`config.mk`:
```
export PLATFORM = sky130hd
export DESIGN_NAME = mpu_burst_reader_flat
export DESIGN_NICKNAME = d
export VERILOG_FILES = /design/src/rtl/mpu_burst_reader_if.sv /design/src/rtl/mpu_burst_reader.sv /design/src/flat_wrapper.sv
export SDC_FILE = /design/constraint.sdc
export NUM_CORES = 1
export LEC_CHECK = 0
export BUFFER_PORTS_ARGS = -buffer_cell sky130_fd_sc_hd__buf_2
export CELL_PAD_IN_SITES_DETAIL_PLACEMENT = 1
export CELL_PAD_IN_SITES_GLOBAL_PLACEMENT = 1
export CORE_ASPECT_RATIO = 0.6
export CORE_MARGIN = 1.5
export CORE_UTILIZATION = 49
export CTS_CLUSTER_SIZE = 12
export DETAILED_ROUTE_END_ITERATION = 16
export PLACE_DENSITY_LB_ADDON = 0.1
export SLEW_MARGIN = 25
export SYNTH_ARGS = -nofsm -noshare
export SYNTH_HDL_FRONTEND = slang
export SYNTH_SLANG_ARGS = --single-unit
```
`constraint.sdc`:
```
create_clock -name clk -period 11.14 [get_ports clk]
set_clock_uncertainty 0.1 [all_clocks]
set_input_delay 1.114 -clock clk [delete_from_list [all_inputs] [get_ports clk]]
set_output_delay 1.114 -clock clk [all_outputs]
set_load 0.01 [all_outputs]
```
`src/rtl/mpu_burst_reader_if.sv`:
```
// Command/response bus between the burst reader and the I2C byte master.
// The reader drives the command side; the master drives done/nack/rdata.
interface mpu_burst_reader_if;
   logic       i2c_en;
   logic [6:0] i2c_slave_addr;
   logic       i2c_rw;
   logic [7:0] i2c_reg_addr;
   logic [7:0] i2c_wdata;
   logic       i2c_done;
   logic       i2c_nack;
   logic [7:0] i2c_rdata;

   modport master (
      output i2c_en, i2c_slave_addr, i2c_rw, i2c_reg_addr, i2c_wdata,
      input  i2c_done, i2c_nack, i2c_rdata
   );

   modport slave (
      input  i2c_en, i2c_slave_addr, i2c_rw, i2c_reg_addr, i2c_wdata,
      output i2c_done, i2c_nack, i2c_rdata
   );
endinterface

```
`src/rtl/mpu_burst_reader.sv`:
```
// Reads a burst of big-endian 16-bit words from an I2C sensor (optional wake
// write first) and publishes them atomically, once or periodically.
module mpu_burst_reader #(
   parameter logic [6:0] SLAVE_ADDRESS = 7'h69,
   parameter logic [7:0] START_REG     = 8'h41,
   parameter int         NUM_WORDS     = 4,
   parameter bit         WAKE_EN       = 1'b1,
   parameter int         PERIOD        = 1000,
   parameter int         TIMEOUT       = 4095
) (
   input  logic                     clk,
   input  logic                     rst,
   input  logic                     start,
   input  logic                     cont,
   mpu_burst_reader_if.master       bus,
   output logic [16*NUM_WORDS-1:0]  sample_data,
   output logic                     sample_valid,
   output logic                     busy,
   output logic                     err
);

   localparam int NBYTES = 2 * NUM_WORDS;
   localparam int IDX_W  = $clog2(NBYTES);
   localparam int TMO_W  = $clog2(TIMEOUT + 1);
   localparam int HOLD_W = $clog2(PERIOD + 1);
   localparam logic [IDX_W-1:0]  LAST_IDX  = IDX_W'(NBYTES - 1);
   localparam logic [TMO_W-1:0]  TMO_LAST  = TMO_W'(TIMEOUT - 1);
   localparam logic [HOLD_W-1:0] HOLD_LAST = HOLD_W'(PERIOD - 1);

   typedef enum logic [2:0] {
      IDLE, WAKE_ISSUE, WAKE_WAIT, RD_ISSUE, RD_WAIT, COMMIT, HOLDOFF
   } state_t;

   state_t                    state, state_nx;
   logic [IDX_W-1:0]          idx;
   logic [TMO_W-1:0]          tmo_cnt;
   logic [HOLD_W-1:0]         hold_cnt;
   logic                      woken;
   logic [NBYTES-1:0][7:0]    shadow, merged;
   logic                      idx_clr, idx_inc, woken_set, fail, err_clr;
   logic                      shadow_wr, commit_load;
   logic                      done_ok, txn_fail;

   // Word k = {byte 2k, byte 2k+1}, word 0 in the LSBs.
   function automatic logic [16*NUM_WORDS-1:0] pack_words(input logic [NBYTES-1:0][7:0] b);
      pack_words = '0;
      for (int k = 0; k < NUM_WORDS; k++)
         pack_words[16*k +: 16] = {b[2*k], b[2*k+1]};
   endfunction

   assign done_ok  = bus.i2c_done & ~bus.i2c_nack;
   assign txn_fail = bus.i2c_done ? bus.i2c_nack : (tmo_cnt == TMO_LAST);

   always_ff @(posedge clk) begin
      if (rst) state <= IDLE;
      else     state <= state_nx;
   end

   always_comb begin
      state_nx    = state;
      idx_clr     = 1'b0;
      idx_inc     = 1'b0;
      woken_set   = 1'b0;
      fail        = 1'b0;
      err_clr     = 1'b0;
      shadow_wr   = 1'b0;
      commit_load = 1'b0;
      case (state)
         IDLE: if (start || cont) begin
            err_clr  = 1'b1;
            idx_clr  = 1'b1;
            state_nx = (WAKE_EN && !woken) ? WAKE_ISSUE : RD_ISSUE;
         end
         WAKE_ISSUE: state_nx = WAKE_WAIT;
         WAKE_WAIT: begin
            if (done_ok) begin
               woken_set = 1'b1;
               state_nx  = RD_ISSUE;
            end else if (txn_fail) begin
               fail     = 1'b1;
               state_nx = IDLE;
            end
         end
         RD_ISSUE: state_nx = RD_WAIT;
         RD_WAIT: begin
            if (done_ok) begin
               shadow_wr = 1'b1;
               if (idx == LAST_IDX) begin
                  commit_load = 1'b1;
                  state_nx    = COMMIT;
               end else begin
                  idx_inc  = 1'b1;
                  state_nx = RD_ISSUE;
               end
            end else if (txn_fail) begin
               fail     = 1'b1;
               state_nx = IDLE;
            end
         end
         COMMIT: state_nx = cont ? HOLDOFF : IDLE;
         HOLDOFF: begin
            if (!cont) begin
               state_nx = IDLE;
            end else if (hold_cnt == HOLD_LAST) begin
               idx_clr  = 1'b1;
               state_nx = RD_ISSUE;
            end
         end
         default: state_nx = IDLE;
      endcase
   end

   // Timers run only in their own states, so every ISSUE restarts the timeout.
   always_ff @(posedge clk) begin
      if (rst) begin
         idx      <= '0;
         woken    <= 1'b0;
         err      <= 1'b0;
         tmo_cnt  <= '0;
         hold_cnt <= '0;
      end else begin
         if (idx_clr)      idx <= '0;
         else if (idx_inc) idx <= idx + 1'b1;
         if (fail) begin
            err   <= 1'b1;
            woken <= 1'b0;
         end else begin
            if (err_clr)   err   <= 1'b0;
            if (woken_set) woken <= 1'b1;
         end
         tmo_cnt  <= (state == WAKE_WAIT || state == RD_WAIT) ? tmo_cnt + 1'b1 : '0;
         hold_cnt <= (state == HOLDOFF) ? hold_cnt + 1'b1 : '0;
      end
   end

   always_comb begin
      merged      = shadow;
      merged[idx] = bus.i2c_rdata;
   end

   always_ff @(posedge clk) begin
      if (shadow_wr) shadow[idx] <= bus.i2c_rdata;
   end

   // The final byte is merged in directly so the new sample is visible in the
   // COMMIT cycle, together with sample_valid.
   always_ff @(posedge clk) begin
      if (rst)              sample_data <= '0;
      else if (commit_load) sample_data <= pack_words(merged);
   end

   always_comb begin
      bus.i2c_en         = (state == WAKE_ISSUE) || (state == RD_ISSUE);
      bus.i2c_slave_addr = SLAVE_ADDRESS;
      bus.i2c_rw         = 1'b0;
      bus.i2c_reg_addr   = 8'h00;
      bus.i2c_wdata      = 8'h00;
      case (state)
         WAKE_ISSUE, WAKE_WAIT: bus.i2c_reg_addr = 8'h6B;
         RD_ISSUE, RD_WAIT: begin
            bus.i2c_rw       = 1'b1;
            bus.i2c_reg_addr = START_REG + 8'(idx);
         end
         default: ;
      endcase
   end

   assign busy         = (state != IDLE);
   assign sample_valid = (state == COMMIT);

endmodule

```
`src/flat_wrapper.sv`:
```
// flat-port wrapper written by rule: the top's interface ports become plain ports
module mpu_burst_reader_flat 
#(
   parameter logic [6:0] SLAVE_ADDRESS = 7'h69,
   parameter logic [7:0] START_REG     = 8'h41,
   parameter int         NUM_WORDS     = 4,
   parameter bit         WAKE_EN       = 1'b1,
   parameter int         PERIOD        = 1000,
   parameter int         TIMEOUT       = 4095
)
  (clk, rst, start, cont, sample_data, sample_valid, busy, err, bus_i2c_en, bus_i2c_slave_addr, bus_i2c_rw, bus_i2c_reg_addr, bus_i2c_wdata, bus_i2c_done, bus_i2c_nack, bus_i2c_rdata);
  mpu_burst_reader_if bus_i ();
  input  logic clk;
  input  logic rst;
  input  logic start;
  input  logic cont;
  output logic [16*NUM_WORDS-1:0] sample_data;
  output logic sample_valid;
  output logic busy;
  output logic err;
  output wire logic [$bits(bus_i.i2c_en)-1:0] bus_i2c_en;
  output wire logic [$bits(bus_i.i2c_slave_addr)-1:0] bus_i2c_slave_addr;
  output wire logic [$bits(bus_i.i2c_rw)-1:0] bus_i2c_rw;
  output wire logic [$bits(bus_i.i2c_reg_addr)-1:0] bus_i2c_reg_addr;
  output wire logic [$bits(bus_i.i2c_wdata)-1:0] bus_i2c_wdata;
  input wire logic [$bits(bus_i.i2c_done)-1:0] bus_i2c_done;
  input wire logic [$bits(bus_i.i2c_nack)-1:0] bus_i2c_nack;
  input wire logic [$bits(bus_i.i2c_rdata)-1:0] bus_i2c_rdata;
  assign bus_i2c_en = bus_i.i2c_en;
  assign bus_i2c_slave_addr = bus_i.i2c_slave_addr;
  assign bus_i2c_rw = bus_i.i2c_rw;
  assign bus_i2c_reg_addr = bus_i.i2c_reg_addr;
  assign bus_i2c_wdata = bus_i.i2c_wdata;
  assign bus_i.i2c_done = bus_i2c_done;
  assign bus_i.i2c_nack = bus_i2c_nack;
  assign bus_i.i2c_rdata = bus_i2c_rdata;
  mpu_burst_reader #(.SLAVE_ADDRESS(SLAVE_ADDRESS), .START_REG(START_REG), .NUM_WORDS(NUM_WORDS), .WAKE_EN(WAKE_EN), .PERIOD(PERIOD), .TIMEOUT(TIMEOUT)) u_core (.clk(clk), .rst(rst), .start(start), .cont(cont), .bus(bus_i), .sample_data(sample_data), .sample_valid(sample_valid), .busy(busy), .err(err));
endmodule
```
# [After elaboration in Yosys (flattened, before gate mapping)]
# Cells that the tools add are included.
[totals] register_bits=158 inputBits=14 out_inout_bits=92 elab_cells=86
[op_classes] addsub=4 magnitude_cmp=2 n_eq_ne=11 mux=35 bitwise_logic=4 n_reduce_logical=15
[ops] operator="bitwise mux 64 bit" count=1
[ops] operator="demux 8 bit (select 3 bit)" count=1
[ops] operator="2-to-1 mux 3 bit" count=8
[ops] operator="one-hot mux 3 bit (7 select lines)" count=1
[ops] operator="2-to-1 mux 1 bit" count=20
[ops] operator="one-hot mux 8 bit (2 select lines)" count=1
[ops] operator="OR reduction 2 bit" count=7
[ops] operator="adder 12 x 1 -> 12 bit (second input constant)" count=1
[ops] operator="== test 12 bit (second input constant)" count=1
[ops] operator="== test 3 bit (second input constant)" count=4
[ops] operator="adder 10 x 1 -> 10 bit (second input constant)" count=1
[ops] operator="== test 10 bit (second input constant)" count=1
[ops] operator="adder 7 x 3 -> 8 bit (first input constant)" count=1
[ops] operator="2-to-1 mux 8 bit" count=1
[ops] operator="== test 3 x 2 -> 1 bit (second input constant)" count=2
[ops] operator="less-than comparator 3 x 4 -> 1 bit (second input constant)" count=1
[ops] operator="adder 3 x 1 -> 3 bit (second input constant)" count=1
[ops] operator="== test 3 x 1 -> 1 bit (second input constant)" count=1
[ops] operator="greater-or-equal comparator 3 x 1 -> 1 bit (second input constant)" count=1
[ops] operator="zero test 3 bit" count=1
[ops] operator="logical OR 1 bit" count=3
[ops] operator="inequality test 3 x 2 -> 1 bit (second input constant)" count=1
[ops] operator="NOT 1 bit" count=3
[ops] operator="nonzero test 3 bit" count=1
[ops] operator="other kinds (7)" count=7

# [Depth between registers and ports, before layout]
[logic_depth] depth_word=6 ltp_mapped=8 mapped_depth_nobuf=6

# [Worst setup path after synthesis]
# OpenSTA, ideal clock, no wires.
[synth_path] path_kind="in2reg" from="input port bus_i2c_nack" to="register u_core.shadow[0] in the netlist's numbering (enable)" arrival_ns=4.037 required_time_ns=10.553 slack_ns=6.517 cell_stages=2 path_cell_list="nand2b_1 > nor2_1"
[synth_between] elab_chain_len=4
[synth_lines] element="start: declaration" line_no="flat_wrapper.sv:27" rtl="input wire logic [$bits(bus_i.i2c_nack)-1:0] bus_i2c_nack;"
[synth_lines] element="NOT 1 bit" line_no="mpu_burst_reader.sv:51" rtl="assign done_ok = bus.i2c_done & ~bus.i2c_nack;"
[synth_lines] element="AND 1 bit" line_no="mpu_burst_reader.sv:51"
[synth_lines] element="2-to-1 mux 1 bit" line_no="mpu_burst_reader.sv:86" rtl="if (done_ok) begin"
[synth_lines] element="2-to-1 mux 1 bit" line_no="mpu_burst_reader.sv:68" rtl="case (state)"
[synth_lines] element="named net u_core.shadow_wr" line_no="mpu_burst_reader.sv:41" rtl="logic shadow_wr, commit_load;"
[synth_lines] element="end signal: indexed assignment" line_no="mpu_burst_reader.sv:142" rtl="if (shadow_wr) shadow[idx] <= bus.i2c_rdata;"
[synth_lines] element="end: declaration" line_no="mpu_burst_reader.sv:39" rtl="logic [NBYTES-1:0][7:0] shadow, merged;"
# The timed path passes the listed nets, and every way through them passes these cells.
# A chain may end at the register's enable or synchronous reset.

# [Final worst setup path]
[layout_path] from="register u_core.idx[0]" to="output port bus_i2c_reg_addr[3]"
[layout_between] elab_chain_len=2
[layout_lines] element="start: declaration" line_no="mpu_burst_reader.sv:35" rtl="logic [IDX_W-1:0] idx;"
[layout_lines] element="start signal: assignment" line_no="mpu_burst_reader.sv:123" rtl="else if (idx_inc) idx <= idx + 1'b1;"
[layout_lines] element="adder 7 x 3 -> 8 bit" line_no="mpu_burst_reader.sv:162" rtl="bus.i2c_reg_addr = START_REG + 8'(idx);"
[layout_lines] element="one-hot mux 8 bit (2 select lines)" line_no="mpu_burst_reader.sv:158" rtl="case (state)"
[layout_lines] element="end: declaration" line_no="flat_wrapper.sv:24" rtl="output wire logic [$bits(bus_i.i2c_reg_addr)-1:0] bus_i2c_reg_addr;"
# No other way between the ends.

==> flow_summary.yaml <==
outcome:
  status: "finished, final reports clean"
critical_path:
  reg2reg_from: "u_core.idx[0]$_SDFFE_PP0P_"
  cp_slowest_cell: "dfxtp_1"
  crit_path_cell_trace: "nand3_1 > o21ai_0 > buf_2"
  arrival_ps: 2090
  required_ps: 9930
  path_class: "reg -> out"
  ff2ff_path_depth: 7
  worstSetupStartpointType: "flip-flop"
  cp-end-kind: "primary output"
  critPathBufInv: 1
  cp_top_family: "flip-flops"
  reg2reg_setup_slack_ps: 8490
  r2r_end: "u_core.sample_data[34]$_SDFFE_PP0P_"
  critPathMaxFanout: 11
  cpPeakStageDelay_ps: 640
synthesis:
  async_flop_share_pct: 0
  synth_fa_ha_area_share_pct: 0.942
  synth_top_family_by_area: "multiplexers"
  synth-edff-count: 64
  yosys_warnings: 0
  yosysUniqueCellTypes: 43
  synth_top_cell_by_area: "edfxtp_1"
  synthSimpleGateAreaFrac_pct: 12.1
  yosysSeqAreaShare_pct: 57.3
  synthMuxAreaShare_pct: 20.8
  synth_compound_area_share_pct: 2.07
  ys_ff_latch: 158
  synth.area.top_cells: "edfxtp_1, dfxtp_1, mux2_2"
  netlist.area_leader.share_pct: 28.9
  netlist_area_um2: 6640
  avgSynthCellArea_um2: 12.1
  synth_cells: 549
  synth_xor_area_share_pct: 2.24
  synthFlopType: "dfxtp_1"
worst_hold_path:
  worstHoldEndpoint: "u_core.err$_SDFFE_PP0P_"
  hold_depth: 2
  min_from: "u_core.err$_SDFFE_PP0P_"
  min_path_type: "reg -> reg"
clock_network:
  clock_latency_ps: 420
  cts_setup_buffers: 0
  postCtsResizedCells: 0
  hold_buffers: 0
  clkTransAtPathRegs_ps: 60
  htree_levels: 4
  clkSinkCount: 158
  clock_path_buffers: 2
  cts_tree: "yes"
  cts_buffers: 17
  cts-root-buf: "clkbuf_16"
drt:
  drtIter0Drc: 289
  wl_per_cell_um: 19.6
  drt_pass1_iterations: 4
  vias_per_cell: 5.41
  via_count: 4425
  drc: 0
  wl_um: 16100
  antenna_left: 0
power_and_ir_drop:
  power_switching_mw: 0.328
  p_comb_share_pct: 8.3
  power_density_nw_per_um2: 174
  seqPwrFrac_pct: 46.1
  p_leak_nw: 2.94
  ir_drop_mv: 0.0992
  p_int_mw: 1.02
  swShare_pct: 24.2
  pwr-share-clk_pct: 45.6
sta:
  fmax_mhz: 303
  finalCriticalPeriod_ps: 3310
  tightest_slew_ps: 873
  hold_slack_ps: 350
  fin_crit_sh_pct: 29.7
  maxSlewHeadroom_pct: 41.8
  finalMaxSlewViolations: 0
  rsz0062_at_grt: "false"
  setup_viol: 0
  fin_setup_tns_ps: 0
  hold_violations: 0
placed_design:
  io_buffers: 88
  gp_congestion: 0.794
  dp_cells: 786
  dpl.hpwl_um: 10400
layout:
  num-fill-cells: 1376
  diodes: 0
  final_net_count: 654
  final_common_cell: "dfxtp_1"
  final_cell_mix: "dfxtp_1, nor2_1, buf_2"
  drive_above_1_share_pct: 29.6
  final_cells: 818
  area_growth_pct: 16.7
die:
  die-area_um2: 14300
  coreArea_um2: 13100
  rows: 32
  ios: 106
  initial_utilization_pct: 50.9
  die_y_um: 93.2
  die_x_um: 153
global_route:
  grt_max_degree: 73
  grt_pass1_wl_um: 25300
  grt_usage_pct: 23.5
  antenna_found_initial: 1
  grt_overflow_total: 0
  grt_pass1_vias: 4449
job:
  drv_cap: 0
logic make-up (layout without fill, tap and decap cells):
kind of cell | Yosys count | in the layout
simple gates | 165 | 165
flops | 158 | 158
mux | 130 | 130
buf+inv | 49 | 133
compound gates | 23 | 23
xor+xnor | 17 | 17
fa+ha+maj | 5 | 5
other cells | 2 | 17
routing by layer:
metal / wire length, um / GRT usage (%) / vias to the layer above
li1: - / - / 2071
met2: 7340 / 37.4 / 119
met1: 7850 / 32.8 / 2221
met5: 0 / 0 / -
met4: 139 / 6.45 / 0
met3: 733 / 4.82 / 14
Yosys cell counts, types with 2 or more instances:
library cell   n
nand3b_1       4
clkbuf_1      12
and4_1         2
a31oi_1        3
and2_1         4
ha_1           5
o21ai_0        8
and3_1         5
xor2_1         8
buf_2          3
buf_6          6
nand2b_1       2
nor3_1         6
nor2_1        94
or3_1          3
nor3_2         3
nand2_1       15
nor3b_1        2
nor3b_2        3
mux2_2        64
edfxtp_1      64
a21oi_1        7
nand3_1        9
inv_1         10
nor2b_1        2
xnor2_1        9
conb_1         2
dfxtp_1       94
nand4_1        4
buf_4         18
mux2i_1       66
power by group through the flow:
stage,Sequential (mW),Clock [mW],Combinational [mW]
after floorplan,0.626,0,0.0786
after detailed placement,0.636,0,0.112
after global placement,0.636,0,0.107
final,0.624,0.616,0.112
after global routing,0.626,0.647,0.124
after CTS,0.624,0.622,0.113
worst max-delay path by stage:
stage | to | startpoint | depth (start not counted)
floorplan | u_core.shadow[0]$_DFFE_PP_ | bus_i2c_nack | 2
global placement | u_core.sample_data[26]$_SDFFE_PP0P_ | bus_i2c_nack | 6
detailed placement | u_core.sample_data[17]$_SDFFE_PP0P_ | bus_i2c_nack | 6
CTS | bus_i2c_reg_addr[3] | u_core.idx[0]$_SDFFE_PP0P_ | 3
global route | bus_i2c_reg_addr[3] | u_core.idx[0]$_SDFFE_PP0P_ | 3
finish | bus_i2c_reg_addr[3] | u_core.idx[0]$_SDFFE_PP0P_ | 3
area by class of cell:
cell class / instances / area [um2] / share of cell area [%]
well taps: 170 / 213 / 2.74
flip-flops and latches: 158 / 3800 / 49.1
clock buffers: 19 / 433 / 5.59
clock inverters: 13 / 188 / 2.42
multi-input cells: 357 / 2610 / 33.7
inverters: 10 / 37.5 / 0.484
repair buffers: 91 / 467 / 6.02
registers in the layout, summed over array words and instances, names as in the netlist:
| signal | cells |
|---|---|
| u_core.hold_cnt | 10 |
| u_core.idx | 3 |
| u_core.state | 3 |
| u_core.sample_data | 64 |
| u_core.err | 1 |
| u_core.shadow | 64 |
| u_core.tmo_cnt | 12 |
| u_core.woken | 1 |
worst register-to-register path, stage by stage (launching register included):
cell and delay [ps]:
dfxtp_1 640, ha_1 250, ha_1 180, inv_1 80
nor3_4 190, buf_6 610, mux2i_1 400, nor2_1 60
metrics by stage:
stage / total power, mW / cell area (um2) / worst slack, ps / utilization, %
finish: 1.35 / 7750 / 7830 / 59.4
global route: 1.40 / 7750 / 7750 / 59.4
CTS: 1.36 / 7750 / 7790 / 59.4
detailed placement: 0.748 / 7130 / 8120 / 54.6
global placement: 0.744 / 7130 / 7970 / 54.6
floorplan: 0.705 / 6700 / 6520 / -
No activity file was read; power rests on OpenSTA's default activity.
